## src/rtl/mips_core_pkg.sv

```systemverilog
// ============================================================================
// Module  : mips_core_pkg
// Purpose : Shared sizing constants and the store-queue entry layout used by
//           store_commit_queue.
// Contents: SQ_DEPTH / SQ_DEPTH_BITS   - store queue geometry
//           ROB_DEPTH_BITS, ADDR_WIDTH, DATA_WIDTH - field widths
//           sq_entry_t                 - {valid, committed, tag, addr, data}
// Revision: 1.0 - initial release
// ============================================================================
`default_nettype none

package mips_core_pkg;

    localparam int SQ_DEPTH       = 8;
    localparam int SQ_DEPTH_BITS  = $clog2(SQ_DEPTH);
    localparam int ROB_DEPTH_BITS = 4;
    localparam int ADDR_WIDTH     = 32;
    localparam int DATA_WIDTH     = 32;

    typedef struct packed {
        logic                      valid;
        logic                      committed;
        logic [ROB_DEPTH_BITS-1:0] tag;
        logic [ADDR_WIDTH-1:0]     addr;
        logic [DATA_WIDTH-1:0]     data;
    } sq_entry_t;

endpackage

`default_nettype wire

```

## src/rtl/store_commit_queue.sv

```systemverilog
// ============================================================================
// Module  : store_commit_queue
// Purpose : Holds resolved stores until the ROB retires them, then drains
//           them in program order to the data-cache write port. Also answers
//           the load-ordering query (word-address match on any held store).
// Ports   : clk, rst (async, active-high)
//           st_valid/st_tag/st_addr/st_data  - store allocation
//           sq_full, sq_count                - occupancy
//           commit_valid/commit_tag, commit_ready - ROB retirement handshake
//           flush                            - discard uncommitted stores
//           mem_stall, ld_issue              - block the cache write this cycle
//           ld_addr, ld_match                - load-ordering query
//           mem_wr_en/mem_wr_addr/mem_wr_data - cache write of the head entry
// Revision: 1.0 - initial release
// ============================================================================
`default_nettype none

module store_commit_queue
    import mips_core_pkg::*;
#(
    // Entry layout comes from the package; these must agree with it.
    parameter int SQ_DEPTH       = mips_core_pkg::SQ_DEPTH,
    parameter int ROB_DEPTH_BITS = mips_core_pkg::ROB_DEPTH_BITS,
    parameter int ADDR_WIDTH     = mips_core_pkg::ADDR_WIDTH,
    parameter int DATA_WIDTH     = mips_core_pkg::DATA_WIDTH
) (
    input  logic                          clk,
    input  logic                          rst,
    input  logic                          st_valid,
    input  logic [ROB_DEPTH_BITS-1:0]     st_tag,
    input  logic [ADDR_WIDTH-1:0]         st_addr,
    input  logic [DATA_WIDTH-1:0]         st_data,
    output logic                          sq_full,
    output logic [$clog2(SQ_DEPTH):0]     sq_count,
    input  logic                          commit_valid,
    input  logic [ROB_DEPTH_BITS-1:0]     commit_tag,
    output logic                          commit_ready,
    input  logic                          flush,
    input  logic                          mem_stall,
    input  logic                          ld_issue,
    input  logic [ADDR_WIDTH-1:0]         ld_addr,
    output logic                          ld_match,
    output logic                          mem_wr_en,
    output logic [ADDR_WIDTH-1:0]         mem_wr_addr,
    output logic [DATA_WIDTH-1:0]         mem_wr_data
);

    localparam int IDX_W = $clog2(SQ_DEPTH);
    localparam int PTR_W = IDX_W + 1;   // extra wrap bit separates full from empty

    // Word-granular compare: byte offset bits are ignored.
    function automatic logic word_match(input logic [ADDR_WIDTH-1:0] a,
                                        input logic [ADDR_WIDTH-1:0] b);
        return a[ADDR_WIDTH-1:2] == b[ADDR_WIDTH-1:2];
    endfunction

    // ------------------------------------------------------------------
    // State
    // ------------------------------------------------------------------
    logic [PTR_W-1:0] head_q, head_d;   // oldest entry, drained next
    logic [PTR_W-1:0] cptr_q, cptr_d;   // oldest uncommitted entry
    logic [PTR_W-1:0] tail_q, tail_d;   // next free slot
    sq_entry_t        ent_q [SQ_DEPTH];
    sq_entry_t        ent_d [SQ_DEPTH];

    logic [IDX_W-1:0] w_head_idx;
    logic [IDX_W-1:0] w_cptr_idx;
    logic [IDX_W-1:0] w_tail_idx;
    logic [PTR_W-1:0] w_count;
    logic             w_alloc;
    logic             w_commit;
    logic [PTR_W-1:0] w_cptr_new;
    logic [PTR_W-1:0] w_live;           // uncommitted entries killed by a flush
    logic [IDX_W-1:0] w_rel;

    assign w_head_idx = head_q[IDX_W-1:0];
    assign w_cptr_idx = cptr_q[IDX_W-1:0];
    assign w_tail_idx = tail_q[IDX_W-1:0];
    assign w_count    = tail_q - head_q;

    // ------------------------------------------------------------------
    // Outputs: combinational from registered state and current inputs
    // ------------------------------------------------------------------
    assign sq_count = w_count;
    assign sq_full  = (w_count == PTR_W'(SQ_DEPTH));

    assign commit_ready = (cptr_q != tail_q) && ent_q[w_cptr_idx].valid &&
                          (ent_q[w_cptr_idx].tag == commit_tag);

    assign mem_wr_en   = ent_q[w_head_idx].valid && ent_q[w_head_idx].committed &&
                         !mem_stall && !ld_issue;
    assign mem_wr_addr = mem_wr_en ? ent_q[w_head_idx].addr : '0;
    assign mem_wr_data = mem_wr_en ? ent_q[w_head_idx].data : '0;

    always_comb begin
        ld_match = 1'b0;
        for (int i = 0; i < SQ_DEPTH; i++) begin
            if (ent_q[i].valid && word_match(ent_q[i].addr, ld_addr)) begin
                ld_match = 1'b1;
            end
        end
    end

    // ------------------------------------------------------------------
    // Next state
    // ------------------------------------------------------------------
    assign w_alloc    = st_valid && !sq_full && !flush;
    assign w_commit   = commit_valid && commit_ready;
    // Commit takes effect before flush, so a store retiring in the flush
    // cycle is already on the surviving side of the boundary.
    assign w_cptr_new = cptr_q + PTR_W'(w_commit);
    assign w_live     = tail_q - w_cptr_new;

    always_comb begin
        head_d = head_q;
        cptr_d = w_cptr_new;
        tail_d = tail_q;
        w_rel  = '0;
        for (int i = 0; i < SQ_DEPTH; i++) begin
            ent_d[i] = ent_q[i];
        end

        if (w_commit) begin
            ent_d[w_cptr_idx].committed = 1'b1;
        end

        // Drained entries are always committed, so they never overlap the
        // flushed range or the allocation slot.
        if (mem_wr_en) begin
            ent_d[w_head_idx] = '0;
            head_d            = head_q + PTR_W'(1);
        end

        if (flush) begin
            for (int i = 0; i < SQ_DEPTH; i++) begin
                w_rel = IDX_W'(i) - w_cptr_new[IDX_W-1:0];
                if ({1'b0, w_rel} < w_live) begin
                    ent_d[i] = '0;
                end
            end
            tail_d = w_cptr_new;
        end else if (w_alloc) begin
            ent_d[w_tail_idx].valid     = 1'b1;
            ent_d[w_tail_idx].committed = 1'b0;
            ent_d[w_tail_idx].tag       = st_tag;
            ent_d[w_tail_idx].addr      = st_addr;
            ent_d[w_tail_idx].data      = st_data;
            tail_d                      = tail_q + PTR_W'(1);
        end
    end

    always_ff @(posedge clk or posedge rst) begin
        if (rst) begin
            head_q <= '0;
            cptr_q <= '0;
            tail_q <= '0;
            for (int i = 0; i < SQ_DEPTH; i++) begin
                ent_q[i] <= '0;
            end
        end else begin
            head_q <= head_d;
            cptr_q <= cptr_d;
            tail_q <= tail_d;
            for (int i = 0; i < SQ_DEPTH; i++) begin
                ent_q[i] <= ent_d[i];
            end
        end
    end

endmodule

`default_nettype wire

```

## config.mk

```make
export PLATFORM = sky130hd
export DESIGN_NAME = store_commit_queue
export DESIGN_NICKNAME = d
export VERILOG_FILES = /design/src/rtl/mips_core_pkg.sv /design/src/rtl/store_commit_queue.sv
export SDC_FILE = /design/constraint.sdc
export NUM_CORES = 2
export LEC_CHECK = 0
export BUFFER_PORTS_ARGS = -buffer_cell sky130_fd_sc_hd__buf_2
export CORE_MARGIN = 8
export CORE_UTILIZATION = 55
export DETAILED_ROUTE_END_ITERATION = 12
export GPL_ROUTABILITY_DRIVEN = 0
export GPL_TIMING_DRIVEN = 1
export PLACE_DENSITY = 0.76
export SLEW_MARGIN = 20
export SYNTH_ARGS = -nofsm -noshare
export SYNTH_HDL_FRONTEND = slang
export SYNTH_SLANG_ARGS = --single-unit
```

## constraint.sdc

```tcl
create_clock -name clk -period 14.7 [get_ports clk]
set_input_delay 0 -clock clk [delete_from_list [all_inputs] [get_ports clk]]
set_output_delay 0 -clock clk [all_outputs]
set_load 0.01 [all_outputs]
```

==> flow_summary.toml <==
[run_status]
outcome = "completed"

[detailed_routing]
wl_um = 101000
vias = 24200
route.detailed.drc = 0
drt-pass1-iter-count = 6
drtIter0Drc = 3701
via_per_inst = 6.82
wl_per_cell_um = 28.4
ant_nets = 0

[synthesis]
yosysSeqAreaShare = 0.478
yosysUniqueCellTypes = 66
syn_inst = 2743
synthTopCellsByArea = "dfrtp_1 (48%), mux4_2 (10%), a22o_1 (9.8%)"
ys.flop_type = "dfrtp_1"
ys_warn_count = 0
netlist.area_leader.share = 0.478
synth_edf_count = 0
syn_nets = 2876
synth_area_um2 = 30000
ys_ff_latch = 572
async_flop_share = 1.00
synth.largest_area_cell = "dfrtp_1"
syn_area_per_cell_um2 = 10.9

[setup_path]
critical_path_required_ns = 15.16
crit_path_max_incr_delay_ns = 1.00
worst-path-buf-inv = 2
path_common_cell = "ha_1"
startpoint = "cptr_q[0]"
critPathTopFamily = "compound AO/OA/AOI/OAI gates"
r2r-start = "cptr_q[0]"
crit_arrival_ns = 8.67
crit_type = "reg2reg"
cp-end-kind = "flip-flop"
path_max_fanout = 50
critPathLaunchType = "flip-flop"
cp_slowest_cell = "dfrtp_1"
path_cells = "mux4_2 > mux2i_1 > xnor2_1 > a2111oi_4 > and3_1 > ha_1 > ha_1 > xor2_1 > inv_1 > ha_1 > xor2_1 > ha_1 > nor2b_1 > a221oi_1 > a211oi_1 > o32ai_4 > buf_4 > o21ai_0"

[pwr]
power.switching_mw = 2.38
power.density_nw_per_um2 = 176
internal-power_mw = 3.55
fin_total_pwr_mw = 5.93
p_leak_nw = 14.8
switching_share = 0.402
clock_power_share = 0.274
ir_drop_mv = 0.158
seqPwrFrac = 0.359
pwr-share-comb = 0.367

[timing]
setup_tns_ns = 0
rsz0062_at_grt = "false"
skew_ns = 0.0211
fmax_mhz = 122
setup_viol = 0
hold_violations = 0
slew_viol_final = 0
slew_headroom = 0.177
tightest_slew_ns = 1.23
hold_ws_ns = 0.0373
post-route-min-period_ns = 8.21
fin_crit_sh = 0.558

[layout]
instances_no_fill = 3548
seqCellArea_um2 = 14300
syn2layout_area_growth_pct = 12.1
multiInputGateArea_um2 = 14200
final_common_cell = "dfrtp_1"
nFillCells = 4046
fin_nets = 2920
mostFrequentLayoutCells = "dfrtp_1 (569), nand2_1 (499), a22o_1 (335)"
final_util = 0.624
drive_gt1_frac = 0.171

[clock_tree]
cts_sinks = 572
cts_buffers = 56
ctsLongestPathBuffers = 3
clk_pin_slew_ns = 0.07
cts_tree = "done"
ctsResizeCount = 0
clk_latency_ns = 0.63
cts.htree.levels = 2
root_buffer = "clkbuf_16"

[grt]
grt_pass1_vias = 24400
grt_max_degree = 194
antenna_found_initial = 23
overflow = 0
grt_use_total = 0.318
grt_pass1_wl_um = 154000

[floorplanning]
die-area_um2 = 62200
start_util = 0.557
die_h_um = 249
rows = 85
core_um2 = 53800
num_io_pins = 183
die_w_um = 249

[min_path]
hold_path_class = "in2reg"
min_from = "mem_stall"

[run]
max-cap-violations = 0

[placement]
dpl.hpwl_um = 60000
port_buffers = 180
dp.cells = 3350
==> sequential cells by signal, indices dropped and copies added, names as in the netlist <==
register / cells
tail_q: 4
ent_q: 560
head_q: 4
cptr_q: 4
==> power groups by stage <==
stage                     registers [mW]  clock network [mW]  logic (mW)
after global routing                2.16                1.69        2.26
after floorplan                     2.05                   0        1.49
after global placement              2.12                   0        2.02
final                               2.13                1.62        2.17
after detailed placement            2.14                   0        2.08
after CTS                           2.12                1.63        2.10
==> synth_stat cells, drive strengths merged (8+ instances only) <==
library cell	n
a21o	10
a21oi	75
a22o	335
buf	155
clkbuf	150
dfrtp	572
ha	20
inv	20
mux2i	17
mux4	134
nand2	499
nand2b	72
nand3	78
nand4	53
nor2b	14
nor3	8
nor4	36
o21ai	145
xnor2	170
xor2	91
==> layout make-up <==
cell class,count,area share
tap,696,0.0259
sequential,572,0.427
clock inverter,23,0.0118
antenna,18,0.00134
timing repair buffer,291,0.0587
multi-input combinational,1846,0.423
clock buffer,82,0.0507
inverter,20,0.00235
==> worst min-delay path, stage by stage <==
cell and delay [ns]:
buf_2 0.08, nor2_1 0.09, o21ai_0 0.14, a2111o_1 0.25, nand2_1 0.07
==> what timing repair did <==
item | 4_1_cts | 5_1_grt
hold buffers | 74 | 0
buffers inserted | 0 | 0
hold endpoints to repair | 587 | 0
==> logic make-up after synthesis <==
kind of cell               share of synthesized area
muxes                                          0.107
AOI/OAI and AO/OA                              0.152
DFF                                            0.478
and+or+nand+nor                                0.123
xor gates and xnor gates                      0.0781
buffers and inverters                         0.0520
adders and majority gates                     0.0101
==> through the flow <==
step / worst slack [ns] / cell area [um^2]
floorplan: 6.91 / 30000
global placement: 6.86 / 30700
detailed placement: 6.53 / 30700
CTS: 6.53 / 33500
global route: 6.03 / 33600
finish: 6.49 / 33600
==> routing by layer <==
layer / track usage / routed length, um
met1: 0.413 / 36800
met2: 0.477 / 45200
met3: 0.0970 / 13000
met4: 0.168 / 5770
met5: 0 / 67
==> worst paths after layout <==
path                       depth (start not counted)         end  slack (ns)
max                                               18  ent_q[504]        6.49
min                                                5   head_q[0]        0.04
max reg2reg                                       18  ent_q[504]        6.49
min reg2reg                                        2  ent_q[213]        0.49
max in group asynchronous                          6    ent_q[1]       12.28
min in group asynchronous                          3   tail_q[2]        0.09
Power figures use the tool's default switching activity.
